$ cat config.mk
export PLATFORM = sky130hd
export DESIGN_NAME = uart_tx_scheduler
export DESIGN_NICKNAME = d
export VERILOG_FILES = /design/src/rtl/uart_sched_pkg.sv /design/src/rtl/uart_sync_fifo.sv /design/src/rtl/uart_tx_scheduler.sv
export SDC_FILE = /design/constraint.sdc
export NUM_CORES = 1
export LEC_CHECK = 0
export ABC_AREA = 1
export CAP_MARGIN = 20
export CORE_ASPECT_RATIO = 2
export CORE_MARGIN = 5
export CORE_UTILIZATION = 50
export CTS_BUF_LIST = sky130_fd_sc_hd__clkbuf_2 sky130_fd_sc_hd__clkbuf_4 sky130_fd_sc_hd__clkbuf_8
export CTS_CLUSTER_SIZE = 8
export DETAILED_ROUTE_END_ITERATION = 8
export PLACE_DENSITY_LB_ADDON = 0.25
export SYNTH_ARGS = -nofsm -noshare
export SYNTH_HDL_FRONTEND = slang
export SYNTH_SLANG_ARGS = --single-unit
$ cat constraint.sdc
create_clock -name io_systemClk -period 3.6 [get_ports io_systemClk]
set_clock_uncertainty 0.15 [all_clocks]
set_input_delay 0.54 -clock io_systemClk [delete_from_list [all_inputs] [get_ports io_systemClk]]
set_output_delay 0.54 -clock io_systemClk [all_outputs]
set_load 0.02 [all_outputs]
$ cat src/rtl/uart_sched_pkg.sv
// Shared types and constants for the UART TX scheduler and related UART blocks.
package uart_sched_pkg;

  localparam int unsigned BYTE_W  = 8;
  localparam logic [7:0]  OVF_MAX = 8'hFF;

  typedef enum logic [1:0] {
    IDLE = 2'd0,
    ECHO = 2'd1,
    MSG  = 2'd2
  } state_e;

  typedef enum logic {
    G_ECHO = 1'b0,
    G_MSG  = 1'b1
  } grant_e;

  function automatic logic [7:0] sat_inc8(input logic [7:0] v);
    return (v == OVF_MAX) ? v : v + 8'd1;
  endfunction

endpackage

$ cat src/rtl/uart_sync_fifo.sv
// Single-clock FIFO with extra-MSB pointers; head entry is visible combinationally.
module uart_sync_fifo #(
  parameter int unsigned WIDTH = 8,
  parameter int unsigned DEPTH = 16
) (
  input  logic                     clk,
  input  logic                     rst_n,
  input  logic                     push,
  input  logic [WIDTH-1:0]         wr_data,
  input  logic                     pop,
  output logic [WIDTH-1:0]         rd_data,
  output logic                     full,
  output logic                     empty,
  output logic [$clog2(DEPTH):0]   level
);

  localparam int unsigned AW      = $clog2(DEPTH);
  localparam logic [AW:0] PTR_ONE = {{AW{1'b0}}, 1'b1};

  logic [AW:0]      wr_ptr_q, wr_ptr_d;
  logic [AW:0]      rd_ptr_q, rd_ptr_d;
  logic [WIDTH-1:0] mem_q [DEPTH];
  logic             do_push;
  logic             do_pop;

  assign full    = (wr_ptr_q[AW] != rd_ptr_q[AW]) &&
                   (wr_ptr_q[AW-1:0] == rd_ptr_q[AW-1:0]);
  assign empty   = (wr_ptr_q == rd_ptr_q);
  assign level   = wr_ptr_q - rd_ptr_q;
  assign rd_data = mem_q[rd_ptr_q[AW-1:0]];
  assign do_push = push && !full;
  assign do_pop  = pop && !empty;

  always_comb begin
    wr_ptr_d = wr_ptr_q;
    rd_ptr_d = rd_ptr_q;
    if (do_push) wr_ptr_d = wr_ptr_q + PTR_ONE;
    if (do_pop)  rd_ptr_d = rd_ptr_q + PTR_ONE;
  end

  always_ff @(posedge clk or negedge rst_n) begin
    if (!rst_n) begin
      wr_ptr_q <= '0;
      rd_ptr_q <= '0;
    end else begin
      wr_ptr_q <= wr_ptr_d;
      rd_ptr_q <= rd_ptr_d;
    end
  end

  always_ff @(posedge clk) begin
    if (do_push) mem_q[wr_ptr_q[AW-1:0]] <= wr_data;
  end

endmodule

$ cat src/rtl/uart_tx_scheduler.sv
// Shares one UART TX path between an RX echo FIFO and a framed message source,
// with round-robin arbitration, length-limited echo bursts and overflow tracking.
module uart_tx_scheduler
  import uart_sched_pkg::*;
#(
  parameter int unsigned FIFO_DEPTH = 16,
  parameter int unsigned ECHO_BURST = 8
) (
  input  logic                          io_systemClk,
  input  logic                          io_asyncResetn,
  input  logic                          echo_en,
  input  logic                          rx_valid,
  input  logic [7:0]                    rx_data,
  input  logic                          msg_valid,
  input  logic [7:0]                    msg_data,
  input  logic                          msg_last,
  output logic                          msg_ready,
  output logic                          tx_valid,
  output logic [7:0]                    tx_data,
  input  logic                          tx_ready,
  input  logic                          ovf_clr,
  output logic                          overflow,
  output logic [7:0]                    ovf_count,
  output logic [$clog2(FIFO_DEPTH):0]   fifo_level,
  output logic                          busy
);

  localparam int unsigned  LW         = $clog2(FIFO_DEPTH) + 1;
  localparam logic [LW-1:0] LVL_ONE   = {{(LW-1){1'b0}}, 1'b1};
  localparam logic [7:0]   BURST_LAST = 8'(ECHO_BURST - 1);

  state_e      state_q, state_d;
  grant_e      last_grant_q, last_grant_d;
  logic [7:0]  burst_cnt_q, burst_cnt_d;
  logic        overflow_q, overflow_d;
  logic [7:0]  ovf_count_q, ovf_count_d;

  logic          fifo_push;
  logic          fifo_pop;
  logic          fifo_full;
  logic          fifo_empty;
  logic [7:0]    fifo_head;
  logic [LW-1:0] fifo_lvl;
  logic          rx_drop;
  logic          pick_echo;

  // full comes from registered pointers, so a same-cycle pop never frees room for a push
  assign fifo_push = rx_valid && echo_en && !fifo_full;
  assign rx_drop   = rx_valid && echo_en && fifo_full;

  uart_sync_fifo #(
    .WIDTH (BYTE_W),
    .DEPTH (FIFO_DEPTH)
  ) u_echo_fifo (
    .clk     (io_systemClk),
    .rst_n   (io_asyncResetn),
    .push    (fifo_push),
    .wr_data (rx_data),
    .pop     (fifo_pop),
    .rd_data (fifo_head),
    .full    (fifo_full),
    .empty   (fifo_empty),
    .level   (fifo_lvl)
  );

  assign pick_echo = !fifo_empty && (!msg_valid || (last_grant_q == G_MSG));

  always_comb begin
    state_d      = state_q;
    last_grant_d = last_grant_q;
    burst_cnt_d  = burst_cnt_q;
    tx_valid     = 1'b0;
    tx_data      = '0;
    msg_ready    = 1'b0;
    fifo_pop     = 1'b0;
    unique case (state_q)
      IDLE: begin
        if (pick_echo) begin
          state_d      = ECHO;
          last_grant_d = G_ECHO;
          burst_cnt_d  = '0;
        end else if (msg_valid) begin
          state_d      = MSG;
          last_grant_d = G_MSG;
          burst_cnt_d  = '0;
        end
      end
      ECHO: begin
        tx_valid = 1'b1;
        tx_data  = fifo_head;
        if (tx_ready) begin
          fifo_pop    = 1'b1;
          burst_cnt_d = burst_cnt_q + 8'd1;
          // FIFO drains to empty only if no push refills it this cycle
          if (((fifo_lvl == LVL_ONE) && !fifo_push) || (burst_cnt_q == BURST_LAST))
            state_d = IDLE;
        end
      end
      MSG: begin
        tx_valid  = msg_valid;
        tx_data   = msg_data;
        msg_ready = tx_ready;
        if (msg_valid && tx_ready && msg_last) state_d = IDLE;
      end
      default: state_d = IDLE;
    endcase
  end

  always_comb begin
    overflow_d  = overflow_q;
    ovf_count_d = ovf_count_q;
    if (ovf_clr) begin
      overflow_d  = 1'b0;
      ovf_count_d = '0;
    end else if (rx_drop) begin
      overflow_d  = 1'b1;
      ovf_count_d = sat_inc8(ovf_count_q);
    end
  end

  always_ff @(posedge io_systemClk or negedge io_asyncResetn) begin
    if (!io_asyncResetn) begin
      state_q      <= IDLE;
      last_grant_q <= G_MSG;
      burst_cnt_q  <= '0;
      overflow_q   <= 1'b0;
      ovf_count_q  <= '0;
    end else begin
      state_q      <= state_d;
      last_grant_q <= last_grant_d;
      burst_cnt_q  <= burst_cnt_d;
      overflow_q   <= overflow_d;
      ovf_count_q  <= ovf_count_d;
    end
  end

  assign overflow   = overflow_q;
  assign ovf_count  = ovf_count_q;
  assign fifo_level = fifo_lvl;
  assign busy       = (state_q != IDLE) || !fifo_empty;

endmodule
### Word-level counts from Yosys, hierarchy flattened

Memory sizes are Yosys's and may differ from the RTL's.
Index checks and enable logic that the tools add are counted.

* $add $sub $neg: 5
* eq/ne operators: 13
* multiplexer cells: 24
* reduce and logical (&&, ||, !) cells: 26

Operators with widths (count)
* $mux 8: 6
* $pmux 8 s2: 2
* $add 8x1->8 const B: 2
* $add 5x1->5 const B: 2
* $logic_and 1x1->1: 10
* $mux 2: 5
* $mux 1: 9
* $eq 8x3->1 const B: 1
* $eq 8x8->1 const B: 1
* $ne 2x2->1 const B: 4
* $reduce_bool 2->1: 4
* $pmux 2 s3: 1
* $eq 5x1->1 const B: 1
* $eq 5x5->1: 1
* $sub 5x5->5: 1
* $eq 4x4->1: 1
* $logic_not 1->1: 4
* $reduce_and 2->1: 2
* $reduce_and 4->1: 1
* $logic_or 1x1->1: 3
* $ne 3x3->1 const B: 1
* $reduce_and 3->1: 1
* $eq 2x1->1 const B: 1
* $eq 2x2->1 const B: 1
* other kinds (3): 3

* bits in registers: 30
* RAM bits: 128
* bits of input ports: 24
* output and inout port bits: 25
* logic and storage cells: 76
* memories kept: 1

Memories
* u_echo_fifo.mem_q: words 16, bits a word 8, rd ports 1, clocked after Yosys merged registers in 0, wr ports 1, line uart_sync_fifo.sv:22 `logic [WIDTH-1:0] mem_q [DEPTH];`

### Longest topological paths before layout

Gate-level depths: netlist (run 1).

* depth in word-level cells: 10
* mapped depth: 14
* depth with buffers taken out: 13

### By module

A second synthesis (run 1) with hierarchy kept.

* cells, all modules: 866
* area total of the unflattened synthesis: 7802.5 µm²

By module, submodules not included
* uart_sync_fifo: times used 1, cells an instance 657, area an instance 6398.6 µm², seq. area each 4093.9 µm²
* uart_tx_scheduler: times used 1, cells an instance 209, area an instance 1403.8 µm², seq. area each 501.7 µm²

### Worst setup path after synthesis (run 1)

Ideal clock, no wire load.

* path type: register to register
* start: reg u_echo_fifo.rd_ptr_q[1]
* end: mem u_echo_fifo.mem_q[11][0], enable pin
* setup time: 0.370 ns
* arrival: 2.122 ns
* data required time: 3.080 ns
* path slack: 0.958 ns
* stages on the path, launching flop included: 12
* path buffers: 2
* period minus slack after synthesis: 2.642 ns
* cells stage by stage: dfrtp_1 > buf_2 > clkinv_1 > buf_2 > ha_1 > nand2_2 > nor2_4 > nand2_2 > nand2_1 > nor2_1 > inv_1 > nor2_1

* cells in the longest elaborated chain, start to end: 7

RTL lines
* start: declaration: line uart_sync_fifo.sv:21 `logic [AW:0] rd_ptr_q, rd_ptr_d;`
* start signal: assignment: line uart_sync_fifo.sv:47 `rd_ptr_q <= rd_ptr_d;`
* $eq 4x4->1 *: line uart_sync_fifo.sv:27 `(wr_ptr_q[AW-1:0] == rd_ptr_q[AW-1:0]);`
* $logic_and 1x1->1 *: line uart_sync_fifo.sv:26 `assign full = (wr_ptr_q[AW] != rd_ptr_q[AW]) &&`
* $logic_not 1->1 *: line uart_sync_fifo.sv:31, uart_tx_scheduler.sv:48
* $logic_and 1x1->1: line uart_tx_scheduler.sv:48 `assign fifo_push = rx_valid && echo_en && !fifo_full;`
* $logic_and 1x1->1 *: line uart_sync_fifo.sv:31 `assign do_push = push && !full;`
* $mux 1 *: line uart_sync_fifo.sv:52 `if (do_push) mem_q[wr_ptr_q[AW-1:0]] <= wr_data;`
* $mux 1 (not written as such) *: line uart_sync_fifo.sv:52
* end: declaration: line uart_sync_fifo.sv:22

Every way passes the cells marked *; elsewhere a longest branch is shown, timed or not.

### Worst setup path in the final report (run 1)

* start: reg u_echo_fifo.rd_ptr_q[0]
* end: out fifo_level[4]

* cells in the longest elaborated chain, start to end: 1

RTL lines
* $sub 5x5->5: line uart_sync_fifo.sv:29 `assign level = wr_ptr_q - rd_ptr_q;`
* end: declaration: line uart_tx_scheduler.sv:24 `output logic [$clog2(FIFO_DEPTH):0] fifo_level,`

Every way passes these cells.

==> metrics.json, run 1 <==
{
  "multi_input_area_sq_mm": 0.002367,
  "post-route-drc-count": 0,
  "fp.dieH_microns": 185.9,
  "synth.top_cells.by_area": "sky130_fd_sc_hd__edfxtp_1 50%, sky130_fd_sc_hd__nand2_1 13%, sky130_fd_sc_hd__dfrtp_1 9.4%",
  "setup-tns-final_ns": 0,
  "core_region_area_sq_mm": 0.01529,
  "startpoint_type": "flop",
  "run_status": "completed",
  "synthToLayoutAreaGrowth_pct": 15.50,
  "cts_hold_bufs": 0,
  "critical_path_class": "reg2out",
  "ctsLongestPathBuffers": 2,
  "synthDominantAreaCellType": "sky130_fd_sc_hd__edfxtp_1",
  "yosysSeqAreaShare_pct": 59.41,
  "detail_route.wl_per_cell_microns": 16.02,
  "finalCritPeriodShare_pct": 94.24,
  "fraction_of_final_layout_cells_with_drive_strength_greater_than_1_pct": 8.785,
  "initial_core_util_pct": 50.57,
  "number_of_rows_in_the_core_area": 64,
  "clock_tree_from_tritoncts": "built",
  "gp_routability_congestion": 0.8169,
  "cts.htree.levels": 4,
  "number_of_buffers_added_by_the_clock_tree_synthesis_step": 17,
  "dr_total_vias": 5570,
  "dpl.cell_count": 1088,
  "cts_setup_buffers": 0,
  "power_per_cell_area_mw_per_mm2": 706.9,
  "final_hold_vios": 0,
  "place.detailed.hpwl_mm": 12.41,
  "power.leakage_nw": 4.024,
  "grt_antenna_before_repair": 0,
  "hold_class": "in2async",
  "timing.critical_path.fanout_max": 40,
  "die_area_sq_mm": 0.01821,
  "post_placement_worst_setup_slack_ns": 0.5014,
  "yosys_register_bits": 158,
  "post_cts_resized": 0,
  "synthCells": 843,
  "setup_ws_final_ns": 0.2074,
  "grt_pass1_wl_mm": 28.48,
  "cp.required_ns": 2.91,
  "maxSlewHeadroom_pct": 50.46,
  "largest_net_degree_at_the_start_of_global_routing": 41,
  "final-seq-area_sq_mm": 0.004598,
  "hold_ws_ns": 0.3375,
  "drt-vias-per-instance": 4.973,
  "floorplan.io_pins": 49,
  "synth.top_cell.area_share_pct": 49.69,
  "max_slew_vio_count": 0,
  "rsz0062_at_grt": "false",
  "insertedDiodeCount": 0,
  "1st_pass_router_iterations": 5,
  "layout.core_utilization_pct": 58.41,
  "clk_transition_reported_paths_ns": 0.09,
  "synthesis.yosys.warnings": 0,
  "cts_root_buf": "sky130_fd_sc_hd__clkbuf_8",
  "finish.net_count": 948,
  "die_w_microns": 97.95,
  "netlist_area_sq_mm": 0.007735,
  "routed_wl_mm": 17.95,
  "max_slew.worst_pin.slew_ns": 0.7408,
  "worst-endpoint-arrival_ns": 2.70,
  "port-buffer-count": 48,
  "most_frequent_cells_in_the_layout": "269 x sky130_fd_sc_hd__nand2_1, 158 x sky130_fd_sc_hd__inv_1, 128 x sky130_fd_sc_hd__edfxtp_1",
  "final_common_cell": "sky130_fd_sc_hd__nand2_1",
  "critical_path.endpoint_type": "output pin",
  "drt_iter0_markers": 370,
  "peak_clock_frequency_supported_by_timing_ghz": 0.2948,
  "cts.sink_count": 158,
  "grt.overflow.total": 0,
  "timing.max_cap.violations": 0,
  "vias_in_the_first_global_route": 5561,
  "track_usage_pct": 20.68,
  "mappedNetlistNets": 882,
  "layout.filler_cells": 1367,
  "syn-mean-instance-area_sq_um": 9.175,
  "finalSetupViolCount": 0,
  "finalCriticalPeriod_ns": 3.393,
  "worst-r2r-setup-slack_ns": 0.68,
  "instances_no_fill": 1120,
  "vdd_drop_max_v": 0.0008572,
  "synthDistinctLibCells": 36,
  "ant_nets": 0,
  "clk_latency_worst_skew_pair_ns": 0.44
}
-- critical path: stages, from the launching register on --
cell and delay (ns):
sky130_fd_sc_hd__dfrtp_2 0.44, sky130_fd_sc_hd__buf_6 0.21, sky130_fd_sc_hd__ha_1 0.25, sky130_fd_sc_hd__fa_1 0.38
sky130_fd_sc_hd__inv_1 0.08, sky130_fd_sc_hd__nand3_1 0.08, sky130_fd_sc_hd__nand3_1 0.09, sky130_fd_sc_hd__nand2_1 0.07
sky130_fd_sc_hd__inv_1 0.05, sky130_fd_sc_hd__clkdlybuf4s50_1 0.59
-- Yosys cell counts (all sizes together) --
library cell	instances
nand2	275
inv	162
edfxtp	128
nand3	102
nor2	38
dfrtp	29
buf	19
a21oi	18
xor2	15
ha	14
o21ai	12
clkinv	7
clkbuf	6
nand4	4
nand3b	2
nor3	2
o31ai	2
or2	2
a211oi	1
dfstp	1
fa	1
o211ai	1
o21a	1
xnor2	1
-- final timing paths --
check                                   startpoint  depth (start not counted)                       to
max reg2reg                u_echo_fifo.rd_ptr_q[2]                          9  u_echo_fifo.mem_q[2][3]
min                                 io_asyncResetn                          2           burst_cnt_q[5]
max                        u_echo_fifo.rd_ptr_q[0]                          9            fifo_level[4]
min in group io_systemClk               state_q[1]                          2               state_q[1]
min reg2reg                             state_q[1]                          2               state_q[1]
max in group asynchronous           io_asyncResetn                          2             last_grant_q
-- metal layers --
metal | global-route usage, % | vias to the layer above | share of wire, %
met3 | 3.151 | 40 | 3.6
li1 | - | 2785 | -
met5 | 0 | - | 0
met4 | 11.87 | 0 | 4.7
met2 | 39.08 | 142 | 56
met1 | 21.36 | 2603 | 36
-- power breakdown --
| part | leakage, nW | switching (W) | internal (W) |
|---|---|---|---|
| Combinational | 2.29 | 0.00178 | 0.000923 |
| Sequential | 1.54 | 0.000124 | 0.00214 |
| Clock | 0.199 | 0.000660 | 0.000686 |
| Total | 4.02 | 0.00257 | 0.00375 |
-- cell type report --
cell class / count / share of cell area [%]
Clock inverter: 11 / 1.457
Timing Repair Buffer: 72 / 7.479
Sequential cell: 158 / 51.47
Tap cell: 198 / 2.773
Inverter: 169 / 7.157
Clock buffer: 21 / 3.165
Multi-Input combinational cell: 491 / 26.50
-- state kept, by name, indices dropped and copies added, names as in the netlist --
register	count
state_q	2
ovf_count	8
burst_cnt_q	8
u_echo_fifo.mem_q	128
u_echo_fifo.wr_ptr_q	5
overflow	1
u_echo_fifo.rd_ptr_q	5
last_grant_q	1
-- stage by stage --
| stage | total power, W | area (sq um) |
|---|---|---|
| final | 0.006315 | 8934 |
| after global routing | 0.006740 | 8934 |
| after CTS | 0.006362 | 8922 |
| after detailed placement | 0.005009 | 8509 |
| after global placement | 0.004982 | 8509 |
| after floorplan | 0.004089 | 7735 |
-- logic make-up (layout without fill, tap and decap cells) --
| logic type | after synthesis | count (layout) | synth area share, % |
|---|---|---|---|
| AOI/OAI and AO/OA | 35 | 35 | 2.896 |
| xor gates and xnor gates | 16 | 16 | 1.812 |
| and+or+nand+nor | 425 | 425 | 23.37 |
| DFF | 158 | 158 | 59.41 |
| buffers and inverters | 194 | 273 | 9.981 |
| adders and majority gates | 15 | 15 | 2.523 |
(Power assumes the default switching activity.)
==> inputs of run 2 (changes only) <==
Settings changed: GPL_TIMING_DRIVEN from default to 0.
==> metrics.json, run 2 (synthesis results as in run 1) <==
{
  "max_slew_vio_count": 0,
  "cts_root_buf": "sky130_fd_sc_hd__clkbuf_8",
  "max_slew.worst_pin.slew_ns": 0.9073,
  "combinationalPowerShare_pct": 44.2,
  "detail_route.wl_per_cell_microns": 16.26,
  "finish.net_count": 950,
  "final_hold_vios": 0,
  "startpoint_type": "flop",
  "drt_iter0_markers": 396,
  "timing.critical_path.fanout_max": 10,
  "dr_total_vias": 5536,
  "clock_tree_from_tritoncts": "built",
  "1st_pass_router_iterations": 5,
  "cp_top_family": "buffers and inverters",
  "finalSetupViolCount": 0,
  "grt_antenna_before_repair": 0,
  "fp.dieH_microns": 185.9,
  "hold_ws_ns": 0.3583,
  "critical_path_slowest_stage_cell": "sky130_fd_sc_hd__clkdlybuf4s50_1",
  "number_of_rows_in_the_core_area": 64,
  "die_area_sq_mm": 0.01821,
  "place.detailed.hpwl_mm": 13.41,
  "cp.required_ns": 2.91,
  "ant_nets": 0,
  "ctsLongestPathBuffers": 2,
  "gp_routability_congestion": 0.8845,
  "fraction_of_final_layout_cells_with_drive_strength_greater_than_1_pct": 8.333,
  "power_w": 0.006239,
  "peak_clock_frequency_supported_by_timing_ghz": 0.2929,
  "critPathBufInv": 4,
  "worst-endpoint-arrival_ns": 2.72,
  "critical_path_class": "reg2out",
  "final_common_cell": "sky130_fd_sc_hd__nand2_1",
  "finalCriticalPeriod_ns": 3.414,
  "clk_transition_reported_paths_ns": 0.09,
  "vias_in_the_first_global_route": 5452,
  "grt_pass1_wl_mm": 28.97,
  "floorplan.io_pins": 49,
  "initial_core_util_pct": 50.57,
  "p_int_w": 0.003659,
  "clk_latency_worst_skew_pair_ns": 0.45,
  "layout.filler_cells": 1350,
  "net-switching-power_w": 0.002580,
  "critPathMaxStageDelay_ns": 0.62,
  "port-buffer-count": 48,
  "drt-vias-per-instance": 4.934,
  "core_region_area_sq_mm": 0.01529,
  "run_status": "completed",
  "power.switching_fraction_pct": 41.35,
  "power.share.sequential_pct": 36.1,
  "number_of_buffers_added_by_the_clock_tree_synthesis_step": 17,
  "finalCritPeriodShare_pct": 94.83,
  "power.leakage_nw": 4.106,
  "track_usage_pct": 21.28,
  "most_frequent_cells_in_the_layout": "269 x sky130_fd_sc_hd__nand2_1, 158 x sky130_fd_sc_hd__inv_1, 128 x sky130_fd_sc_hd__edfxtp_1",
  "cts_setup_buffers": 0,
  "worst-r2r-setup-slack_ns": 0.26,
  "cts.htree.levels": 4,
  "die_w_microns": 97.95,
  "largest_net_degree_at_the_start_of_global_routing": 31,
  "ordered_list_of_cells_on_the_worst_path": "clkbuf_4 > clkinvlp_4 > buf_2 > nand3_1 > nand3_1 > nand3_1 > nand2_1 > nand2_1 > a21oi_1 > clkdlybuf4s50_1",
  "largest_reg_flops": 128,
  "vdd_drop_max_v": 0.0006821,
  "grt.overflow.total": 0,
  "timing.max_cap.violations": 0,
  "cts.sink_count": 158,
  "maxSlewHeadroom_pct": 39.29,
  "insertedDiodeCount": 0,
  "critical_path.endpoint_type": "output pin",
  "post-route-drc-count": 0,
  "setup-tns-final_ns": 0,
  "hold_class": "reg2reg",
  "power_per_cell_area_mw_per_mm2": 703.2,
  "power_frac_clock_pct": 19.7,
  "rsz0062_at_grt": "false",
  "synthToLayoutAreaGrowth_pct": 14.70,
  "most_frequent_cell_on_the_critical_path": "sky130_fd_sc_hd__nand3_1",
  "routed_wl_mm": 18.24
}
run 2: changes by cell type in the layout (fill, tap and decap cells not counted), sizes merged, moves of 3 or more:
cell / change
buf: -8
clkdlybuf4s50: -10
inv: -3
dlymetal6s2s: +8
clkbuf: +10
clkinv: +3
run 2: path summary, 6_finish.rpt:
path | start | to | cells past startpoint
min reg2reg | state_q[1] | state_q[1] | 2
max in group asynchronous | io_asyncResetn | u_echo_fifo.rd_ptr_q[0] | 2
min in group asynchronous | io_asyncResetn | burst_cnt_q[6] | 2
min | state_q[1] | state_q[1] | 2
max | u_echo_fifo.rd_ptr_q[1] | tx_data[5] | 10
max reg2reg | u_echo_fifo.rd_ptr_q[1] | u_echo_fifo.mem_q[9][0] | 11
run 2: stage by stage:
stage	cells	utilization [%]	worst slack, ns	instance area, sq um
final	1122	58.01	0.1860	8872
after global routing	1122	58.01	0.04480	8872
after CTS	1122	57.78	0.01544	8837
after detailed placement	1089	55.30	0.2366	8458
after global placement	1089	55.33	0.2641	8463
after floorplan	843	-	0.9577	7735
run 2: per-layer routing:
metal,GRT usage (%),vias to the layer above,routed length (microns)
li1,-,2793,-
met1,21.27,2563,6298
met2,40.72,140,10410
met3,3.526,40,684
met4,12.37,0,852
met5,0,-,0
run 2: what timing repair did:
item | 4_1_cts | 5_1_grt
endpoints found under the hold margin | 22 | 0
endpoints found under the setup margin | 4 | 17
gates resized for setup | 2 | 14
hold buffers | 1 | 0
run 2: worst register-to-register path, delay by kind of cell (launching register included):
family | cells | cell delay, ns
DFF | 1 | 0.42
and+or+nand+nor | 6 | 1.29
buffers and inverters | 4 | 0.76
adders and majority gates | 1 | 0.33
run 2: power groups by stage:
| stage | combinational, W | sequential (W) | clock (W) |
|---|---|---|---|
| after floorplan | 0.00182 | 0.00227 | 0 |
| after global placement | 0.00274 | 0.00229 | 0 |
| after detailed placement | 0.00276 | 0.00229 | 0 |
| after CTS | 0.00278 | 0.00225 | 0.00125 |
| after global routing | 0.00307 | 0.00227 | 0.00133 |
| final | 0.00276 | 0.00225 | 0.00123 |
run 2: area by class of cell:
cell class	count	area, sq um	area share (%)
well taps	198	247.7	2.792
clock inverters	11	92.59	1.044
inverters	169	640.6	7.220
plain buffers	25	146.4	1.650
repair buffers	49	504.2	5.683
clock buffers	21	276.5	3.117
flip-flops and latches	158	4597	51.81
multi-input cells	491	2367	26.68
